[src/rtl/mult_pkg.sv]
// Shared constants and the operand bundle type for the pipelined multiplier.
// Bundle fields are sized to the widest legal build; narrower builds zero-pad.
package mult_pkg;

  localparam int MULT_LATENCY = 3;
  localparam int WIDTH_MIN    = 4;
  localparam int WIDTH_MAX    = 16;
  localparam int TAG_W_MIN    = 1;
  localparam int TAG_W_MAX    = 8;

  typedef struct packed {
    logic [WIDTH_MAX-1:0] x;
    logic [WIDTH_MAX-1:0] y;
    logic                 is_signed;
    logic [TAG_W_MAX-1:0] tag;
  } op_bundle_t;

endpackage

[src/rtl/csa.sv]
// W-bit 3:2 carry-save adder; carry_o is unshifted.
module csa #(
  parameter int W = 16
) (
  input  logic [W-1:0] a_i,
  input  logic [W-1:0] b_i,
  input  logic [W-1:0] c_i,
  output logic [W-1:0] sum_o,
  output logic [W-1:0] carry_o
);

  for (genvar k = 0; k < W; k++) begin : g_fa
    full_adder u_fa (
      .a_i   (a_i[k]),
      .b_i   (b_i[k]),
      .cin_i (c_i[k]),
      .sum_o (sum_o[k]),
      .cout_o(carry_o[k])
    );
  end

endmodule

[src/rtl/full_adder.sv]
// One-bit full adder.
module full_adder (
  input  logic a_i,
  input  logic b_i,
  input  logic cin_i,
  output logic sum_o,
  output logic cout_o
);

  assign sum_o  = a_i ^ b_i ^ cin_i;
  assign cout_o = (a_i & b_i) | (cin_i & (a_i ^ b_i));

endmodule

[src/rtl/rca.sv]
// W-bit ripple-carry adder.
module rca #(
  parameter int W = 16
) (
  input  logic [W-1:0] a_i,
  input  logic [W-1:0] b_i,
  input  logic         cin_i,
  output logic [W-1:0] sum_o,
  output logic         cout_o
);

  logic [W:0] c;

  assign c[0]   = cin_i;
  assign cout_o = c[W];

  for (genvar k = 0; k < W; k++) begin : g_fa
    full_adder u_fa (
      .a_i   (a_i[k]),
      .b_i   (b_i[k]),
      .cin_i (c[k]),
      .sum_o (sum_o[k]),
      .cout_o(c[k+1])
    );
  end

endmodule

[src/rtl/wallace_reduce.sv]
// Combinational reduction of N vectors of 2W bits down to sum + carry.
// carry_o is unshifted; the caller adds sum_o + (carry_o << 1).
module wallace_reduce #(
  parameter int W = 8,
  parameter int N = 2 * W
) (
  input  logic [N-1:0][2*W-1:0] ops_i,
  output logic [2*W-1:0]        sum_o,
  output logic [2*W-1:0]        carry_o
);

  localparam int PW = 2 * W;
  localparam int NV = 3 * N - 5;

  // Vectors are consumed in FIFO order, so each CSA level finishes before
  // the next starts and the depth stays logarithmic in N.
  logic [PW-1:0] v  [NV];
  logic [PW-1:0] cs [N-2];

  for (genvar i = 0; i < N; i++) begin : g_in
    assign v[i] = ops_i[i];
  end

  for (genvar j = 0; j < N - 2; j++) begin : g_csa
    csa #(.W(PW)) u_csa (
      .a_i    (v[3*j]),
      .b_i    (v[3*j+1]),
      .c_i    (v[3*j+2]),
      .sum_o  (v[N+2*j]),
      .carry_o(cs[j])
    );
    if (j < N - 3) begin : g_sh
      assign v[N+2*j+1] = cs[j] << 1;
    end
  end

  assign sum_o   = v[NV-1];
  assign carry_o = cs[N-3];

endmodule

[src/rtl/pipelined_wallace_mult.sv]
// 3-stage valid/ready Wallace multiplier, signed or unsigned per bundle.
module pipelined_wallace_mult
  import mult_pkg::*;
#(
  parameter int WIDTH = 8,
  parameter int TAG_W = 4
) (
  input  logic               clk,
  input  logic               reset,
  input  logic               in_valid,
  output logic               in_ready,
  input  logic [WIDTH-1:0]   in_x,
  input  logic [WIDTH-1:0]   in_y,
  input  logic               in_signed,
  input  logic [TAG_W-1:0]   in_tag,
  output logic               out_valid,
  input  logic               out_ready,
  output logic [2*WIDTH-1:0] out_prod,
  output logic [TAG_W-1:0]   out_tag
);

  localparam int PW = 2 * WIDTH;

  if (WIDTH < WIDTH_MIN || WIDTH > WIDTH_MAX ||
      TAG_W < TAG_W_MIN || TAG_W > TAG_W_MAX) begin : g_bad_cfg
    $error("pipelined_wallace_mult: illegal WIDTH/TAG_W");
  end

  op_bundle_t r0_q, r0_d;
  logic v0_q, v1_q, v2_q;
  logic ld0, ld1, ld2;

  logic [PW-1:0]    sum1_q, carry1_q;
  logic [TAG_W-1:0] tag1_q;
  logic [PW-1:0]    prod2_q;
  logic [TAG_W-1:0] tag2_q;

  // A stage loads when empty or when its successor moves this cycle.
  assign ld2      = !v2_q || out_ready;
  assign ld1      = !v1_q || ld2;
  assign ld0      = !v0_q || ld1;
  assign in_ready = ld0 && !reset;

  always_comb begin
    r0_d           = '0;
    r0_d.x         = WIDTH_MAX'(in_x);
    r0_d.y         = WIDTH_MAX'(in_y);
    r0_d.is_signed = in_signed;
    r0_d.tag       = TAG_W_MAX'(in_tag);
  end

  always_ff @(posedge clk) begin
    if (reset) begin
      v0_q <= 1'b0;
      r0_q <= '0;
    end else if (ld0) begin
      v0_q <= in_valid;
      if (in_valid) r0_q <= r0_d;
    end
  end

  logic [WIDTH-1:0]        x0, y0;
  logic [PW-1:0]           ext_x, ext_y;
  logic [PW-1:0][PW-1:0]   pp;
  logic [PW-1:0]           sum_d, carry_d;
  logic                    unused_r0;

  assign x0        = r0_q.x[WIDTH-1:0];
  assign y0        = r0_q.y[WIDTH-1:0];
  assign ext_x     = {{WIDTH{r0_q.is_signed & x0[WIDTH-1]}}, x0};
  assign ext_y     = {{WIDTH{r0_q.is_signed & y0[WIDTH-1]}}, y0};
  assign unused_r0 = ^r0_q;

  always_comb begin
    pp = '0;
    for (int i = 0; i < PW; i++) begin
      pp[i] = (ext_x & {PW{ext_y[i]}}) << i;
    end
  end

  wallace_reduce #(.W(WIDTH), .N(PW)) u_reduce (
    .ops_i  (pp),
    .sum_o  (sum_d),
    .carry_o(carry_d)
  );

  always_ff @(posedge clk) begin
    if (reset) begin
      v1_q     <= 1'b0;
      sum1_q   <= '0;
      carry1_q <= '0;
      tag1_q   <= '0;
    end else if (ld1) begin
      v1_q <= v0_q;
      if (v0_q) begin
        sum1_q   <= sum_d;
        carry1_q <= carry_d;
        tag1_q   <= r0_q.tag[TAG_W-1:0];
      end
    end
  end

  logic [PW-1:0] carry_sh, prod_d;
  logic          unused_cout;

  assign carry_sh = carry1_q << 1;

  rca #(.W(PW)) u_rca (
    .a_i   (sum1_q),
    .b_i   (carry_sh),
    .cin_i (1'b0),
    .sum_o (prod_d),
    .cout_o(unused_cout)
  );

  always_ff @(posedge clk) begin
    if (reset) begin
      v2_q    <= 1'b0;
      prod2_q <= '0;
      tag2_q  <= '0;
    end else if (ld2) begin
      v2_q <= v1_q;
      if (v1_q) begin
        prod2_q <= prod_d;
        tag2_q  <= tag1_q;
      end
    end
  end

  assign out_valid = v2_q;
  assign out_prod  = prod2_q;
  assign out_tag   = tag2_q;

endmodule

[config.mk]
export PLATFORM = sky130hd
export DESIGN_NAME = pipelined_wallace_mult
export DESIGN_NICKNAME = d
export VERILOG_FILES = /design/src/rtl/mult_pkg.sv /design/src/rtl/csa.sv /design/src/rtl/full_adder.sv /design/src/rtl/rca.sv /design/src/rtl/wallace_reduce.sv /design/src/rtl/pipelined_wallace_mult.sv
export SDC_FILE = /design/constraint.sdc
export NUM_CORES = 1
export LEC_CHECK = 0
export CAP_MARGIN = 20
export CORE_ASPECT_RATIO = 0.75
export CORE_MARGIN = 5
export CORE_UTILIZATION = 55
export CTS_BUF_LIST = sky130_fd_sc_hd__clkbuf_4
export DETAILED_ROUTE_END_ITERATION = 10
export DONT_BUFFER_PORTS = 1
export PLACE_DENSITY_LB_ADDON = 0.15
export SLEW_MARGIN = 20
export SYNTH_ARGS = -nofsm -noshare
export SYNTH_HDL_FRONTEND = slang
export SYNTH_HIERARCHICAL = 1
export SYNTH_SLANG_ARGS = --single-unit
[constraint.sdc]
create_clock -name clk -period 7.1 [get_ports clk]
set_clock_uncertainty 0.1 [all_clocks]
set_input_delay 1.065 -clock clk [delete_from_list [all_inputs] [get_ports clk]]
set_output_delay 1.065 -clock clk [all_outputs]
set_load 0.1 [all_outputs]
==> flow_summary.json, run 1 <==
{
  "synth_warnings": 6,
  "setup_tns_ns": 0,
  "grt_pass1_vias": 5878,
  "gr-total-overflow": 0,
  "worstSetupPathType": "reg2reg",
  "drc": 0,
  "drtIter0Drc": 209,
  "yosys.area.top_type": "fa_1",
  "fin_util_pct": 61.3,
  "worstSetupEndpoint": "out_prod[15]$_SDFFE_PP0P_",
  "postCtsSetupBuffers": 0,
  "rows": 39,
  "diodes": 0,
  "path_clk_slew_ns": 0.15,
  "wl_per_cell_um": 16.1,
  "yosysMostFrequentCell": "fa_1",
  "synth_area_leaders": "fa_1 55%, dfxtp_1 18%, nand2b_1 7.8%",
  "r2r_cells": 17,
  "syn-cell-area_sq_um": 8720,
  "crit_chain": "fa_1, fa_1, fa_1, fa_1, fa_1, fa_1, fa_1, fa_1, fa_1, fa_1, fa_1, fa_1, fa_1, fa_1, fa_1, nand3_1, a21oi_1",
  "gp_congestion": 0.817,
  "fmax_mhz": 148,
  "pin_count": 47,
  "fin_cells": 993,
  "cts_resized": 0,
  "postCtsHoldBufs": 0,
  "portBuffers": 0,
  "synth.avg_cell_area_sq_um": 13.0,
  "netlist_instances": 669,
  "cts_num_sinks": 79,
  "yosysSeqAreaShare_pct": 18.1,
  "layout_min_cycle_time_ns": 6.75,
  "dominantRegCellSynth": "dfxtp_1",
  "die_h_um": 119,
  "grt_start_max_net_pins": 133,
  "r2r_start": "sum1_q[1]$_SDFFE_PP0P_",
  "status": "complete, no violations",
  "syn_to_final_growth_pct": 8.17,
  "setup_ws_ns": 0.350,
  "cp-start-kind": "register",
  "antenna_found_initial": 0,
  "grt_pass1_wl_um": 29100,
  "coreArea_sq_um": 15400,
  "max_cap_violations": 0,
  "fin_crit_sh_pct": 95.1,
  "crit_start": "sum1_q[1]$_SDFFE_PP0P_",
  "max-clock-path-buffers": 2,
  "synth_seq_cells": 79,
  "p_int_mw": 1.10,
  "place_area_sq_um": 9310,
  "p_sw_share_pct": 42.9,
  "post-dp-hpwl_um": 13200,
  "synthTopCellsByCount": "240 x fa_1, 108 x nand2b_1, 79 x dfxtp_1, 64 x and2_1, 56 x mux2i_1",
  "arrival_ns": 7.03,
  "netlist.area_leader.share_pct": 55.1,
  "synthArstFlopShare_pct": 0,
  "first_pass_iters": 4,
  "relSlewSlack_pct": 26.0,
  "grt_usage_pct": 19.9,
  "cts_tree": "done",
  "switching_power_mw": 0.829,
  "setup_viol": 0,
  "fin_area_sq_um": 9430,
  "r2r-end": "out_prod[15]$_SDFFE_PP0P_",
  "cp_data_required_time_ns": 7.38,
  "synth_edf_count": 0,
  "final_hold_viol_count": 0,
  "p_seq_share_pct": 32.8,
  "hp-class": "reg2reg",
  "clockRootBuffer": "clkbuf_4",
  "drt_wl_total_um": 16000,
  "p_clk_share_pct": 13.4,
  "die_w_um": 155,
  "leakage_nw": 4.44,
  "crit_path_end_kind": "register",
  "comb_power_share_pct": 53.9,
  "path_max_fanout": 2,
  "ir_worst_vdd_mv": 0.103,
  "path_common_cell": "fa_1",
  "clk_latency_ns": 0.43,
  "numCtsBuffers": 9,
  "slowest_delay_ns": 0.49,
  "drtAntennaViolNets": 0,
  "worst_slew_pin_slew_ns": 1.11,
  "dp_slack_ns": 0.264,
  "cp_slowest_cell": "fa_1",
  "drive_gt1_share_pct": 2.66,
  "synth.distinct_cells": 23,
  "cts-htree-levels": 3,
  "r2r_slack_ns": 0.35,
  "finalNetCount": 1048,
  "start_util_pct": 56.7,
  "vias": 4867,
  "rsz0062_at_grt": "false",
  "routed_via_density": 4.90,
  "drv_slew": 0,
  "die_area_sq_um": 18500,
  "placed_cells": 977,
  "pwr_density_cell_nw_per_um2": 205
}
-- state kept, by name (all words and copies together) (netlist names) --
| signal | flops |
|---|---|
| tag1_q | 4 |
| out_prod | 16 |
| ext_y | 8 |
| carry1_q | 15 |
| v1_q | 1 |
| v0_q | 1 |
| ext_x | 8 |
| r0_q | 5 |
| out_valid | 1 |
| out_tag | 4 |
| sum1_q | 16 |
-- placed cells by master (no fill, tap or decap), types with 2 or more instances in the layout --
cell,synthesis,final
inv_6,0,3
and3_1,16,16
o21ai_0,20,20
clkbuf_4,0,9
dfxtp_1,79,79
nand2b_1,108,108
inv_1,2,2
and2_1,64,64
buf_4,2,2
conb_1,2,135
nand3_1,21,21
fa_1,240,240
clkinvlp_4,0,2
mux2i_1,56,56
a21oi_1,23,23
-- worst min-delay path by stage --
| stage | depth (start not counted) | slack [ns] | to | from |
|---|---|---|---|---|
| final | 2 | 0.39 | out_tag[0]$_SDFFE_PP0P_ | tag1_q[0]$_SDFFE_PP0P_ |
| after global routing | 2 | 0.43 | out_tag[1]$_SDFFE_PP0P_ | tag1_q[1]$_SDFFE_PP0P_ |
| after CTS | 2 | 0.39 | out_tag[2]$_SDFFE_PP0P_ | tag1_q[2]$_SDFFE_PP0P_ |
| after detailed placement | 2 | 0.37 | out_tag[2]$_SDFFE_PP0P_ | tag1_q[2]$_SDFFE_PP0P_ |
| after global placement | 2 | 0.36 | tag1_q[2]$_SDFFE_PP0P_ | tag1_q[2]$_SDFFE_PP0P_ |
| after floorplan | 2 | 0.35 | tag1_q[0]$_SDFFE_PP0P_ | tag1_q[0]$_SDFFE_PP0P_ |
-- worst max-delay path, delay by kind of cell, from the launching register on --
family	cells	cell delay (ns)
flip-flops	1	0.36
adder cells (fa/ha/maj)	15	5.98
AND/OR/NAND/NOR	1	0.08
AO/OA/AOI/OAI	1	0.17
-- area by class of cell --
type | instances | area (sq um)
clock buffers | 9 | 67.6
clock inverters | 7 | 53.8
fillers | 1289 | 5940
inverters | 2 | 7.51
multi-input cells | 689 | 7450
flip-flops and latches | 79 | 1580
well taps | 205 | 256
repair buffers | 2 | 15.0
-- routing by layer --
layer | track usage, % | up-vias | routed length [um]
li1 | - | 2210 | -
met1 | 25.3 | 2608 | 6350
met2 | 36.8 | 35 | 9180
met3 | 2.83 | 14 | 224
met4 | 3.77 | 0 | 212
met5 | 0 | - | 0
-- power by group through the flow --
stage / sequential (mW) / combinational [mW] / clock [mW]
3_5_place_dp: 0.645 / 1.04 / 0
2_1_floorplan: 0.620 / 0.861 / 0
6_report: 0.633 / 1.04 / 0.258
3_3_place_gp: 0.641 / 1.03 / 0
4_1_cts: 0.635 / 1.05 / 0.275
5_1_grt: 0.647 / 1.28 / 0.287
-- stage by stage --
step	hold slack [ns]	power [mW]
after detailed placement	0.369	1.68
final	0.388	1.93
after global placement	0.361	1.67
after CTS	0.392	1.96
after global routing	0.425	2.22
after floorplan	0.349	1.48
-- cells by family after synthesis --
logic type	share of synthesized area (%)
compound gates	2.91
fa+ha+maj	55.1
buf+inv	2.31
flops	18.1
mux	6.43
other cells	0.0862
simple gates	15.0
No activity file was read; power rests on OpenSTA's default activity.
==> run 2, diff against run 1 <==
--- a/config.mk
+++ b/config.mk
@@ -8,3 +8,2 @@
 export CAP_MARGIN = 20
-export CORE_ASPECT_RATIO = 0.75
 export CORE_MARGIN = 5
--- a/constraint.sdc
+++ b/constraint.sdc
@@ -4,2 +4,2 @@
 set_output_delay 1.065 -clock clk [all_outputs]
-set_load 0.1 [all_outputs]
+set_load 0.005 [all_outputs]
==> run 2 against run 1 <==
  * Sequential power shrank 8.7%
  * Die area shrank 0.14%
  * Final cell count grew 1.2%
  * Routed wire length shrank 4.7%
  * Clock-buffer cell count is the same
  * First-iteration DRC count shrank 24%
  * Critical path type unchanged
  * Critical endpoint unchanged
==> flow_summary.json, run 2 (same netlist as run 1, synthesis figures left out) <==
{
  "setup_viol": 0,
  "crit_path_end_kind": "register",
  "rsz0062_at_grt": "false",
  "max_cap_violations": 0,
  "r2r_cells": 17,
  "cts_tree": "done",
  "leakage_nw": 4.46,
  "portBuffers": 0,
  "postCtsSetupBuffers": 0,
  "layout_min_cycle_time_ns": 6.71,
  "syn_to_final_growth_pct": 8.66,
  "drtAntennaViolNets": 0,
  "path_max_fanout": 2,
  "max-clock-path-buffers": 2,
  "dp_slack_ns": 0.405,
  "setup_tns_ns": 0,
  "grt_start_max_net_pins": 133,
  "cp-start-kind": "register",
  "clockRootBuffer": "clkbuf_4",
  "antenna_found_initial": 1,
  "layout_commonest_cell": "fa_1",
  "relSlewSlack_pct": 27.0,
  "drt_wl_total_um": 15200,
  "finalNetCount": 1048,
  "start_util_pct": 55.5,
  "arrival_ns": 7.00,
  "fin_crit_sh_pct": 94.5,
  "worst_slew_pin_slew_ns": 1.09,
  "fmax_mhz": 149,
  "gr-total-overflow": 0,
  "final_hold_viol_count": 0,
  "routed_via_density": 4.84,
  "vias": 4861,
  "postCtsHoldBufs": 0,
  "grt_usage_pct": 18.9,
  "r2r_slack_ns": 0.39,
  "gp_congestion": 0.823,
  "layout_common_cells": "240 x fa_1, 135 x conb_1, 108 x nand2b_1",
  "rows": 46,
  "whs_path_depth": 2,
  "drc": 0,
  "numCtsBuffers": 9,
  "drtIter0Drc": 158,
  "first_pass_iters": 4,
  "n_fill_cell": 1319,
  "drv_slew": 0,
  "status": "complete, no violations",
  "die_h_um": 136,
  "cts_resized": 0,
  "coreArea_sq_um": 15700,
  "pin_count": 47,
  "ir_worst_vdd_mv": 0.120,
  "post-dp-hpwl_um": 12600,
  "die_area_sq_um": 18500,
  "die_w_um": 136,
  "clk_latency_ns": 0.46,
  "wl_per_cell_um": 15.1,
  "setup_ws_ns": 0.391,
  "cts-htree-levels": 3,
  "grt_pass1_vias": 5632,
  "drive_gt1_share_pct": 2.66,
  "hp-class": "reg2reg",
  "pwr_density_cell_nw_per_um2": 202,
  "cp_data_required_time_ns": 7.40,
  "path_clk_slew_ns": 0.16,
  "cts_num_sinks": 79,
  "grt_pass1_wl_um": 27200,
  "worstSetupPathType": "reg2reg"
}
run 2: cell count changes in the layout (fill, tap and decap cells not counted), sizes merged:
cell	previous run	this run
inv	5	6
clkinvlp	2	1
diode	0	1
clkinv	2	1
bufinv	0	1
run 2: worst paths after layout:
check                              end                   start
min reg2reg     tag1_q[1]$_SDFFE_PP0P_    r0_q[1]$_SDFFE_PP0P_
min             tag1_q[1]$_SDFFE_PP0P_    r0_q[1]$_SDFFE_PP0P_
max reg2reg  out_prod[15]$_SDFFE_PP0P_  sum1_q[1]$_SDFFE_PP0P_
max          out_prod[15]$_SDFFE_PP0P_  sum1_q[1]$_SDFFE_PP0P_
run 2: power by group:
part           total (mW)  internal, mW  switching (mW)
sequential          0.578         0.511          0.0669
clock               0.301         0.115           0.186
combinational        1.03         0.511           0.523
run 2: critical path: stages (launching register included):
cell and delay [ns]:
dfxtp_1 0.36, fa_1 0.44, fa_1 0.40, fa_1 0.39, fa_1 0.39, fa_1 0.39
fa_1 0.38, fa_1 0.39, fa_1 0.40, fa_1 0.39, fa_1 0.39, fa_1 0.39
fa_1 0.39, fa_1 0.39, fa_1 0.39, fa_1 0.49, nand3_1 0.06, a21oi_1 0.14
run 2: cell type report:
type	count	area (sq um)	share of cell area [%]
inverters	2	7.51	0.0793
clock buffers	9	67.6	0.713
well taps	216	270	2.85
diodes	1	2.50	0.0264
repair buffers	2	15.0	0.159
clock inverters	7	86.3	0.912
multi-input cells	689	7440	78.6
flip-flops and latches	79	1580	16.7
run 2: per-layer routing:
layer  track usage, %  wire [um]
met1             23.6       5950
met2             34.3       8620
met3             3.52        504
met4             4.14        147
met5                0          0
run 2: metrics by stage:
stage,hold slack [ns],std cells,area (sq um),utilization [%],power [mW]
global route,0.405,1005,9470,60.3,2.21
floorplan,0.349,802,9220,-,1.43
finish,0.357,1005,9470,60.3,1.91
CTS,0.365,1004,9470,60.3,1.93
global placement,0.360,988,9310,59.3,1.62
detailed placement,0.364,988,9310,59.3,1.63
==> run 3, diff against run 2 <==
- CORE_UTILIZATION: 55 -> 40
==> run 3 against run 2 <==
  * Clock-buffer cell count did not move
  * Combinational power up 9.7%
  * Worst setup slack improved by 0.0080 ns
  * Via count grew 0.80%
  * Die area grew 35%
  * Flip-flop and latch count stayed put
  * Global-route usage decreased by 3.9 points
  * Critical path depth unchanged
  * Sequential share of layout area is 0.15 points lower
  * Clock power down 7.6%
  * Critical path type unchanged
  * Largest power group unchanged
==> flow_summary.json, run 3 (same netlist as run 1, synthesis figures left out) <==
{
  "status": "complete, no violations",
  "rows": 54,
  "n_fill_cell": 2068,
  "finalNetCount": 1049,
  "diodes": 0,
  "hp-class": "reg2reg",
  "layout_min_cycle_time_ns": 6.70,
  "crit_chain": "fa_1, fa_1, fa_1, fa_1, fa_1, fa_1, fa_1, fa_1, fa_1, fa_1, fa_1, fa_1, fa_1, fa_1, fa_1, nand3_1, a21oi_1",
  "layout_common_cells": "240 x fa_1, 135 x conb_1, 108 x nand2b_1",
  "arrival_ns": 6.99,
  "pwr_density_cell_nw_per_um2": 208,
  "leakage_nw": 4.47,
  "drtAntennaViolNets": 0,
  "setup_ws_ns": 0.399,
  "worstSetupPathType": "reg2reg",
  "path_common_cell": "fa_1",
  "drv_slew": 0,
  "drive_gt1_share_pct": 2.66,
  "cp-start-kind": "register",
  "total_power_mw": 1.99,
  "final_hold_viol_count": 0,
  "dp_slack_ns": 0.341,
  "cts_resized": 0,
  "setup_tns_ns": 0,
  "cp_slowest_cell": "fa_1",
  "ir_worst_vdd_mv": 0.111,
  "pin_count": 47,
  "rsz0062_at_grt": "false",
  "coreArea_sq_um": 21600,
  "relSlewSlack_pct": 50.2,
  "cts-htree-levels": 3,
  "register_area_sq_um": 1580,
  "wl_per_cell_um": 15.5,
  "first_pass_iters": 4,
  "drc": 0,
  "drt_wl_total_um": 16600,
  "routed_via_density": 4.59,
  "use_met3_pct": 2.49,
  "layout_commonest_cell": "fa_1",
  "vias": 4900,
  "grtUsageMet1_pct": 17.6,
  "grtUsageMet2_pct": 28.2,
  "crit_path_end_kind": "register",
  "cp_data_required_time_ns": 7.39,
  "grt_start_max_net_pins": 133,
  "postCtsSetupBuffers": 0,
  "die_h_um": 158,
  "grt_usage_pct": 15.0,
  "grt_pass1_wl_um": 28800,
  "slowest_delay_ns": 0.49,
  "max_cap_violations": 0,
  "cts_num_sinks": 79,
  "top_usage_layer": "met2",
  "clk_latency_ns": 0.45,
  "drtIter0Drc": 178,
  "antenna_found_initial": 0,
  "post-dp-hpwl_um": 13900,
  "path_max_fanout": 2,
  "grt_pass1_vias": 5809,
  "fmax_mhz": 149,
  "portBuffers": 0,
  "syn_to_final_growth_pct": 9.66,
  "multiInputGateArea_sq_um": 7440,
  "max-clock-path-buffers": 2,
  "numCtsBuffers": 9,
  "cts_tree": "done",
  "hold_ws_ns": 0.385,
  "gp_congestion": 0.800,
  "fin_crit_sh_pct": 94.4,
  "clockRootBuffer": "clkbuf_4",
  "start_util_pct": 40.3,
  "postCtsHoldBufs": 0,
  "die_w_um": 158,
  "die_area_sq_um": 24800,
  "worst_slew_pin_slew_ns": 0.747,
  "setup_viol": 0,
  "gr-total-overflow": 0,
  "path_clk_slew_ns": 0.14
}
==> run 3: cell types whose count changed in the layout (fill, tap and decap cells not counted), sizes merged <==
cell / previous run / this run
buf: 2 / 3
clkinv: 1 / 2
diode: 1 / 0
inv: 6 / 4
==> run 3: path summary, 6_finish.rpt <==
path	start	endpoint	slack, ns	cells past startpoint
min reg2reg	tag1_q[0]$_SDFFE_PP0P_	tag1_q[0]$_SDFFE_PP0P_	0.38	2
max reg2reg	sum1_q[1]$_SDFFE_PP0P_	out_prod[15]$_SDFFE_PP0P_	0.40	17
max	sum1_q[1]$_SDFFE_PP0P_	out_prod[15]$_SDFFE_PP0P_	0.40	17
min	tag1_q[0]$_SDFFE_PP0P_	tag1_q[0]$_SDFFE_PP0P_	0.38	2
==> run 3: area by class of cell <==
type	count	share of cell area, %
multi-input cells	689	77.8
flip-flops and latches	79	16.5
well taps	280	3.67
clock inverters	6	0.720
clock buffers	9	0.707
repair buffers	3	0.445
inverters	2	0.0785
==> run 3: power breakdown <==
group	switching, mW	internal [mW]	total (mW)
Clock	0.170	0.108	0.278
Combinational	0.580	0.549	1.13
Sequential	0.0677	0.511	0.579
Total	0.818	1.17	1.99
==> run 3: metal layers <==
metal | up-vias | wire length (um)
met5 | - | 0
met4 | 0 | 266
met3 | 18 | 371
met2 | 39 | 9600
met1 | 2634 | 6370
li1 | 2209 | -
==> run 3: worst max-delay path, delay by kind of cell (launching register included) <==
kind            cells  cell delay (ns)
compound gates      1             0.15
flops               1             0.35
fa+ha+maj          15             5.98
simple gates        1             0.06
==> run 3: stage by stage <==
step / cell area, sq um / utilization, % / instances
after detailed placement: 9390 / 43.4 / 1052
after global routing: 9560 / 44.2 / 1068
after CTS: 9530 / 44.1 / 1067
final: 9560 / 44.2 / 1068
after floorplan: 9220 / - / 802
after global placement: 9390 / 43.4 / 1052
